### config.mk
export PLATFORM = sky130hd
export DESIGN_NAME = ts_pkt_scheduler_flat
export DESIGN_NICKNAME = d
export VERILOG_FILES = /design/src/rtl/ts_pkt_scheduler_if.sv /design/src/rtl/ts_pkt_scheduler.sv /design/src/flat_wrapper.sv
export SDC_FILE = /design/constraint.sdc
export NUM_CORES = 1
export LEC_CHECK = 0
export CAP_MARGIN = 0
export CORE_MARGIN = 5
export CORE_UTILIZATION = 40
export DETAILED_ROUTE_END_ITERATION = 7
export DONT_BUFFER_PORTS = 1
export PLACE_DENSITY = 0.63
export SYNTH_ARGS = -nofsm -noshare
export SYNTH_HDL_FRONTEND = slang
export SYNTH_SLANG_ARGS = --single-unit
### constraint.sdc
create_clock -name din_clk -period 6.9 [get_ports din_clk]
set_clock_uncertainty 0.2 [all_clocks]
set_input_delay 2.07 -clock din_clk [delete_from_list [all_inputs] [get_ports din_clk]]
set_output_delay 2.07 -clock din_clk [all_outputs]
set_load 0.02 [all_outputs]
### src/rtl/ts_pkt_scheduler_if.sv
// ----------------------------------------------------------------------------
// ts_pkt_scheduler_if
// Handshake between one MPEG-TS byte source and the packet scheduler.
//
//   req   : source -> scheduler, a complete packet is waiting
//   ready : scheduler -> source, a byte may be accepted this cycle
//   valid : source -> scheduler, data carries a byte
//   data  : source -> scheduler, the byte
//
// master : source side
// slave  : scheduler side
// ----------------------------------------------------------------------------
interface ts_pkt_scheduler_if;
  logic       req;
  logic       ready;
  logic       valid;
  logic [7:0] data;

  modport master (
    output req,
    output valid,
    output data,
    input  ready
  );

  modport slave (
    input  req,
    input  valid,
    input  data,
    output ready
  );
endinterface

### src/rtl/ts_pkt_scheduler.sv
// ----------------------------------------------------------------------------
// ts_pkt_scheduler
// Packet-level scheduler in front of the ts2asi input port (din_clk domain).
// Two MPEG-TS byte sources are served round-robin, one whole packet at a
// time. When scheduling is enabled but neither source has a packet, null
// packets (PID 0x1FFF) keep the ASI stream filled. Byte emission in every
// state stalls while the ts2asi FIFO reports almost-full.
//
// Ports
//   din_clk            byte clock
//   rst_n              synchronous active-low reset
//   enable_i           scheduling allowed (looked at only in IDLE)
//   null_insert_en_i   null packets may be started from IDLE
//   fifo_almost_full_i back-pressure from the ts2asi FIFO
//   src0_if, src1_if   source handshakes (req/ready/valid/data)
//   out_valid_o        registered byte valid towards ts2asi
//   out_sync_o         high with the first byte of each packet
//   out_data_o         registered byte towards ts2asi
//   busy_o             a packet (source or null) is in progress
//   sync_err_o         one-cycle pulse with out_sync when a source packet
//                      does not start with 0x47
//   pkt_cnt0_o/1_o     packets forwarded from source 0 / source 1
//   null_cnt_o         null packets inserted
//
// PKT_LEN must lie in 8..255 so the byte index fits in 8 bits and the
// four-byte null header fits in a packet.
// ----------------------------------------------------------------------------
module ts_pkt_scheduler #(
  parameter int PKT_LEN   = 188,
  parameter int CNT_WIDTH = 16
) (
  input  logic                 din_clk,
  input  logic                 rst_n,
  input  logic                 enable_i,
  input  logic                 null_insert_en_i,
  input  logic                 fifo_almost_full_i,
  ts_pkt_scheduler_if.slave    src0_if,
  ts_pkt_scheduler_if.slave    src1_if,
  output logic                 out_valid_o,
  output logic                 out_sync_o,
  output logic [7:0]           out_data_o,
  output logic                 busy_o,
  output logic                 sync_err_o,
  output logic [CNT_WIDTH-1:0] pkt_cnt0_o,
  output logic [CNT_WIDTH-1:0] pkt_cnt1_o,
  output logic [CNT_WIDTH-1:0] null_cnt_o
);

  typedef enum logic [1:0] {
    ST_IDLE  = 2'd0,
    ST_PASS0 = 2'd1,
    ST_PASS1 = 2'd2,
    ST_NULL  = 2'd3
  } state_e;

  localparam logic [7:0]           LAST_IDX  = 8'(PKT_LEN - 1);
  localparam logic [7:0]           SYNC_BYTE = 8'h47;
  localparam logic [CNT_WIDTH-1:0] CNT_ONE   = CNT_WIDTH'(1);

  // Null packet content: sync byte, PID 0x1FFF with payload-only adaptation
  // field control (0x10), then 0xFF stuffing to the end of the packet.
  function automatic logic [7:0] null_byte(input logic [7:0] idx);
    logic [7:0] b;
    case (idx)
      8'd0:    b = 8'h47;
      8'd1:    b = 8'h1F;
      8'd2:    b = 8'hFF;
      8'd3:    b = 8'h10;
      default: b = 8'hFF;
    endcase
    return b;
  endfunction

  state_e                 state_q;
  logic [7:0]             cnt_q;
  logic [7:0]             cnt_d;
  logic                   last_grant_q;   // 0 = source 0 won last, 1 = source 1
  logic                   out_valid_q;
  logic                   out_sync_q;
  logic [7:0]             out_data_q;
  logic                   sync_err_q;
  logic [CNT_WIDTH-1:0]   pkt_cnt0_q;
  logic [CNT_WIDTH-1:0]   pkt_cnt1_q;
  logic [CNT_WIDTH-1:0]   null_cnt_q;

  logic                   xfer_s;         // a byte moves this cycle
  logic [7:0]             byte_s;         // the byte that moves
  logic                   first_s;        // current byte index is 0
  logic                   last_s;         // current byte index is PKT_LEN-1

  // Ready is a pure function of the state register and the back-pressure
  // input, so a source sees it in the same cycle the FIFO fills.
  assign src0_if.ready = (state_q == ST_PASS0) && !fifo_almost_full_i;
  assign src1_if.ready = (state_q == ST_PASS1) && !fifo_almost_full_i;

  // Pick the byte that moves this cycle and compute the next byte index.
  always_comb begin
    xfer_s = 1'b0;
    byte_s = 8'h00;
    case (state_q)
      ST_PASS0: begin
        xfer_s = src0_if.valid && src0_if.ready;
        byte_s = src0_if.data;
      end
      ST_PASS1: begin
        xfer_s = src1_if.valid && src1_if.ready;
        byte_s = src1_if.data;
      end
      ST_NULL: begin
        xfer_s = !fifo_almost_full_i;
        byte_s = null_byte(cnt_q);
      end
      default: begin
        xfer_s = 1'b0;
        byte_s = 8'h00;
      end
    endcase
    first_s = (cnt_q == 8'd0);
    last_s  = (cnt_q == LAST_IDX);
    if (last_s) begin
      cnt_d = 8'd0;
    end else begin
      cnt_d = cnt_q + 8'd1;
    end
  end

  // Scheduler FSM, byte counter, output register and statistics.
  always_ff @(posedge din_clk) begin
    if (!rst_n) begin
      state_q      <= ST_IDLE;
      cnt_q        <= 8'd0;
      last_grant_q <= 1'b1;
      out_valid_q  <= 1'b0;
      out_sync_q   <= 1'b0;
      out_data_q   <= 8'h00;
      sync_err_q   <= 1'b0;
      pkt_cnt0_q   <= '0;
      pkt_cnt1_q   <= '0;
      null_cnt_q   <= '0;
    end else begin
      // One-cycle output latency: whatever moved this cycle is presented next.
      out_valid_q <= xfer_s;
      out_sync_q  <= xfer_s && first_s;
      // Null packets always start with 0x47, so only source bytes can flag.
      sync_err_q  <= xfer_s && first_s && (byte_s != SYNC_BYTE) && (state_q != ST_NULL);
      if (xfer_s) begin
        out_data_q <= byte_s;
        cnt_q      <= cnt_d;
      end

      case (state_q)
        ST_IDLE: begin
          // Requests are only looked at here, so at least one IDLE cycle
          // separates consecutive packets.
          if (enable_i && (src0_if.req || src1_if.req)) begin
            if (src0_if.req && (!src1_if.req || last_grant_q)) begin
              state_q      <= ST_PASS0;
              last_grant_q <= 1'b0;
            end else begin
              state_q      <= ST_PASS1;
              last_grant_q <= 1'b1;
            end
          end else if (enable_i && null_insert_en_i) begin
            state_q <= ST_NULL;
          end
        end
        ST_PASS0: begin
          if (xfer_s && last_s) begin
            pkt_cnt0_q <= pkt_cnt0_q + CNT_ONE;
            state_q    <= ST_IDLE;
          end
        end
        ST_PASS1: begin
          if (xfer_s && last_s) begin
            pkt_cnt1_q <= pkt_cnt1_q + CNT_ONE;
            state_q    <= ST_IDLE;
          end
        end
        ST_NULL: begin
          if (xfer_s && last_s) begin
            null_cnt_q <= null_cnt_q + CNT_ONE;
            state_q    <= ST_IDLE;
          end
        end
        default: begin
          state_q <= ST_IDLE;
        end
      endcase
    end
  end

  assign out_valid_o = out_valid_q;
  assign out_sync_o  = out_sync_q;
  assign out_data_o  = out_data_q;
  assign sync_err_o  = sync_err_q;
  assign busy_o      = (state_q != ST_IDLE);
  assign pkt_cnt0_o  = pkt_cnt0_q;
  assign pkt_cnt1_o  = pkt_cnt1_q;
  assign null_cnt_o  = null_cnt_q;

endmodule
### src/flat_wrapper.sv
// flat-port wrapper written by rule: the top's interface ports become plain ports
module ts_pkt_scheduler_flat 
#(
  parameter int PKT_LEN   = 188,
  parameter int CNT_WIDTH = 16
)
  (din_clk, rst_n, enable_i, null_insert_en_i, fifo_almost_full_i, out_valid_o, out_sync_o, out_data_o, busy_o, sync_err_o, pkt_cnt0_o, pkt_cnt1_o, null_cnt_o, src0_if_req, src0_if_valid, src0_if_data, src0_if_ready, src1_if_req, src1_if_valid, src1_if_data, src1_if_ready);
  ts_pkt_scheduler_if src0_if_i ();
  ts_pkt_scheduler_if src1_if_i ();
  input  logic din_clk;
  input  logic rst_n;
  input  logic enable_i;
  input  logic null_insert_en_i;
  input  logic fifo_almost_full_i;
  output logic out_valid_o;
  output logic out_sync_o;
  output logic [7:0] out_data_o;
  output logic busy_o;
  output logic sync_err_o;
  output logic [CNT_WIDTH-1:0] pkt_cnt0_o;
  output logic [CNT_WIDTH-1:0] pkt_cnt1_o;
  output logic [CNT_WIDTH-1:0] null_cnt_o;
  input wire logic [$bits(src0_if_i.req)-1:0] src0_if_req;
  input wire logic [$bits(src0_if_i.valid)-1:0] src0_if_valid;
  input wire logic [$bits(src0_if_i.data)-1:0] src0_if_data;
  output wire logic [$bits(src0_if_i.ready)-1:0] src0_if_ready;
  input wire logic [$bits(src1_if_i.req)-1:0] src1_if_req;
  input wire logic [$bits(src1_if_i.valid)-1:0] src1_if_valid;
  input wire logic [$bits(src1_if_i.data)-1:0] src1_if_data;
  output wire logic [$bits(src1_if_i.ready)-1:0] src1_if_ready;
  assign src0_if_i.req = src0_if_req;
  assign src0_if_i.valid = src0_if_valid;
  assign src0_if_i.data = src0_if_data;
  assign src0_if_ready = src0_if_i.ready;
  assign src1_if_i.req = src1_if_req;
  assign src1_if_i.valid = src1_if_valid;
  assign src1_if_i.data = src1_if_data;
  assign src1_if_ready = src1_if_i.ready;
  ts_pkt_scheduler #(.PKT_LEN(PKT_LEN), .CNT_WIDTH(CNT_WIDTH)) u_core (.din_clk(din_clk), .rst_n(rst_n), .enable_i(enable_i), .null_insert_en_i(null_insert_en_i), .fifo_almost_full_i(fifo_almost_full_i), .src0_if(src0_if_i), .src1_if(src1_if_i), .out_valid_o(out_valid_o), .out_sync_o(out_sync_o), .out_data_o(out_data_o), .busy_o(busy_o), .sync_err_o(sync_err_o), .pkt_cnt0_o(pkt_cnt0_o), .pkt_cnt1_o(pkt_cnt1_o), .null_cnt_o(null_cnt_o));
endmodule
[Word-level counts from Yosys, hierarchy flattened]
Cells that the tools add are included.
Operators by class
  mux-type cells: 10
  equal/unequal tests: 10
  reductions and logical operators: 24
  add/subtract/negate cells: 4
Operator list (count)
  $add A16 B1 Y16 const B: 3
  $pmux W8 S3: 2
  $logic_and A1 B1 Y1: 11
  $reduce_and A2 Y1: 5
  $add A8 B1 Y8 const B: 1
  $eq A8 B1 Y1 const B: 1
  $eq A8 B2 Y1 const B: 1
  $eq A8 B8 Y1 const B: 1
  $logic_not A8 Y1: 1
  $mux W2: 4
  $mux W8: 1
  $ne A8 B7 Y1 const B: 1
  $eq A2 B2 Y1 const B: 2
  $pmux W2 S2: 1
  $ne A3 B1 Y1 const B: 1
  $pmux W1 S3: 1
  $reduce_or A3 Y1: 1
  $eq A2 B1 Y1 const B: 1
  $logic_not A1 Y1: 2
  $logic_not A2 Y1: 1
  $logic_or A1 B1 Y1: 2
  $ne A2 B1 Y1 const B: 1
  $ne A2 B2 Y1 const B: 1
  $reduce_bool A2 Y1: 1
  $mux W1: 1
Storage, ports and cells
  output and inout port bits: 62
  word-level logic and storage cells: 58
  register bits: 70

[Depth between registers and ports, before layout]
  depth in word-level cells: 7
  mapped depth: 9

[Least setup slack after synthesis]
OpenSTA, ideal clock, no wires.
  kind: input -> output
  start point: input fifo_almost_full_i
  end point: output src0_if_ready
  stages on the path: 2
  data required time: 4.630 ns
  data arrival time: 2.574 ns
  setup slack: 2.056 ns
  cells stage by stage: clkbuf_2 -> nor2b_1
On the way
  word-level cells in the longest chain between the ends: 2
RTL lines
  start: declaration: RTL line flat_wrapper.sv:14  | input logic fifo_almost_full_i;
  $logic_not A1 Y1: RTL line ts_pkt_scheduler.sv:93  | assign src0_if.ready = (state_q == ST_PASS0) && !fifo_almost_full_i;
  $logic_and A1 B1 Y1: RTL line ts_pkt_scheduler.sv:93
  end: declaration: RTL line flat_wrapper.sv:26  | output wire logic [$bits(src0_if_i.ready)-1:0] src0_if_ready;
Every way passes these cells.

[Worst setup path in the final report]
  start point: register u_core.state_q[0]
  end point: output src0_if_ready
On the way
  word-level cells in the longest chain between the ends: 2
RTL lines
  start: declaration: RTL line ts_pkt_scheduler.sv:74  | state_e state_q;
  start signal: assignment: RTL line ts_pkt_scheduler.sv:130  | state_q <= ST_IDLE;
  start signal: assignment: RTL line ts_pkt_scheduler.sv:157  | state_q <= ST_PASS0;
  start signal: assignment: RTL line ts_pkt_scheduler.sv:160  | state_q <= ST_PASS1;
  $eq A2 B1 Y1: RTL line ts_pkt_scheduler.sv:93
  $logic_and A1 B1 Y1: RTL line ts_pkt_scheduler.sv:93
Every way passes these cells.

==> flow_summary.yaml <==
global_routing:
  track_usage_pct: 16.1
  grt_pass1_vias: 2800
  grt_pass1_wl_um: 14400
  gr-usage-met3_pct: 7.01
  grt_use_met1_pct: 20.4
  antenna_found_initial: 0
  top_usage_layer: "met2"
  grt.overflow.total: 0
  grt_start_max_net_pins: 50
  grtUsageMet2_pct: 24.8
placed_design:
  dp_slack_ns: 2.23
  io_buffers: 0
  routabilityCongestion: 0.777
  placed_area_um2: 3570
  hpwl_um: 6180
setup_path:
  timing.rr.start: "u_core.state_q[0]"
  arrival_ns: 2.42
  reg2regPathDepth: 4
  worstSetupPathType: "flop to primary output"
  startpoint: "u_core.state_q[0]"
  r2r_slack_ns: 4.18
  worstPathRequired_ns: 4.63
  worst_setup_path_start_kind: "flop"
  reg2reg_to: "u_core.pkt_cnt0_o[12]"
  crit_end: "src0_if_ready"
  worst_setup_path_end_kind: "primary output"
  path_max_fanout: 16
yosys:
  synth-seq-cells: 70
  async_flop_share_pct: 0
  yosysWarnings: 0
  synth_cell_type_count: 55
  synth_edf_count: 0
  netlist_area_um2: 3530
  seq_area_frac_synth_pct: 39.7
  syn_avg_cell_area_um2: 8.51
  postSynthCellCount: 415
  synth_nets: 446
  synth_ff_type: "dfxtp_1"
cts:
  cts-resized-gates: 0
  hold_buffers: 0
  path_clk_slew_ns: 0.07
  cts_buffers: 9
  clk-insertion-delay-late_ns: 0.34
  clockRootBuffer: "clkbuf_8"
  htree_levels: 3
  post-cts-setup-buffers: 0
  clock-sinks: 70
  cts_tree: "yes"
  clock_path_buffers: 2
route:
  dr.pass1.iters: 4
  antenna_left: 0
  drt-initial-drc-count: 100
  vias: 2943
  wl_per_cell_um: 17.2
  wirelength_um: 8900
  remaining_drc_errors: 0
  vias_per_cell: 5.69
sta:
  fmax_ghz: 0.213
  hold_viol_final: 0
  setup_viol: 0
  rsz0062_at_grt: "false"
  worst_slew_pin_slew_ns: 1.11
  slew-limit-headroom_pct: 25.6
  fin_crit_sh_pct: 68.0
  setup-tns-final_ns: 0
  slew_violations: 0
  post-route-min-period_ns: 4.69
  fin_ws_ns: 2.21
cells_and_area:
  layout.nets: 437
  layout_commonest_cell: "dfxtp_1"
  final_cell_mix: "dfxtp_1, nor2_1, nand4_1"
  syn_to_final_growth_pct: 6.06
  final_cell_area_um2: 3750
  fill_cells: 893
  utilization_pct: 43.2
  drive_above_1_share_pct: 7.09
  diodes: 0
floorplanning:
  core_area_um2: 8680
  die_h_um: 104
  pin_count: 87
  num_rows: 34
  die_area_um2: 10800
  initial_core_util_pct: 40.7
  die_width_um: 104
pwr:
  ir_drop_mv: 0.100
  p_leak_nw: 1.29
  power_uw: 777
  power.density_nw_per_um2: 207
min_path:
  hold_path_class: "flop to flop"
outcome:
  status: "finished, final reports clean"
run:
  drv_cap: 0
==> through the flow <==
stage	cells	hold WS, ns
floorplan	415	0.251
global placement	503	0.264
detailed placement	503	0.290
CTS	517	0.302
global route	517	0.317
finish	517	0.308
==> synth_stat cells (8+ instances only) <==
library cell	n	area share (%)
a21oi_1	15	2.1
and3_1	9	1.6
clkbuf_1	15	1.6
dfxtp_1	70	40
nand2_1	28	3.0
nand2b_1	8	1.4
nand3_1	22	3.1
nand4_1	36	6.4
nor2_1	57	6.1
o21ai_0	11	1.6
xnor2_1	11	2.7
xor2_1	30	7.4
==> report_power, final <==
part	leakage (nW)	internal (mW)	switching (mW)	total, mW
Clock	0.0914	0.156	0.152	0.308
Sequential	0.565	0.410	0.0136	0.423
Combinational	0.632	0.0155	0.0302	0.0457
Total	1.29	0.581	0.195	0.777
==> worst min-delay path by stage <==
stage | slack (ns) | depth (start not counted) | end | startpoint
global placement | 0.26 | 2 | u_core.last_grant_q | u_core.last_grant_q
CTS | 0.30 | 2 | u_core.last_grant_q | u_core.last_grant_q
finish | 0.31 | 2 | u_core.last_grant_q | u_core.last_grant_q
floorplan | 0.25 | 2 | u_core.last_grant_q | u_core.last_grant_q
detailed placement | 0.29 | 2 | u_core.last_grant_q | u_core.last_grant_q
global route | 0.32 | 2 | u_core.last_grant_q | u_core.last_grant_q
==> worst max-delay path, cell delays in order, from the launching register on <==
cell and delay, ns:
dfxtp_1 0.68, nor2b_1 0.95, nor2b_1 0.45
==> layout make-up <==
type | count | area, um2 | share of cell area [%]
repair buffers | 4 | 30.0 | 0.801
inverters | 7 | 26.3 | 0.701
well taps | 108 | 135 | 3.61
clock inverters | 1 | 5.00 | 0.134
multi-input cells | 314 | 1980 | 52.9
flip-flops and latches | 70 | 1400 | 37.4
clock buffers | 13 | 169 | 4.51
==> per-layer routing <==
metal | vias to the layer above | share of wire [%]
li1 | 1469 | -
met1 | 1366 | 46
met2 | 97 | 45
met3 | 11 | 8.5
met4 | 0 | 1.0
met5 | - | 0
==> cells by family after synthesis <==
kind of cell / after synthesis / share of synthesized area, %
AOI/OAI and AO/OA: 66 / 13.2
xor gates and xnor gates: 41 / 10.2
adders and majority gates: 6 / 2.12
buffers and inverters: 31 / 4.28
DFF: 70 / 39.7
muxes: 1 / 0.283
and+or+nand+nor: 200 / 30.2
==> registers in the layout, summed over array words and instances (netlist names) <==
name / count
u_core.out_sync_o: 1
u_core.null_cnt_o: 16
u_core.cnt_q: 8
u_core.sync_err_o: 1
u_core.out_valid_o: 1
u_core.pkt_cnt0_o: 16
u_core.state_q: 2
u_core.pkt_cnt1_o: 16
u_core.out_data_o: 8
u_core.last_grant_q: 1
Note: power is estimated with default switching activity, not from simulation.
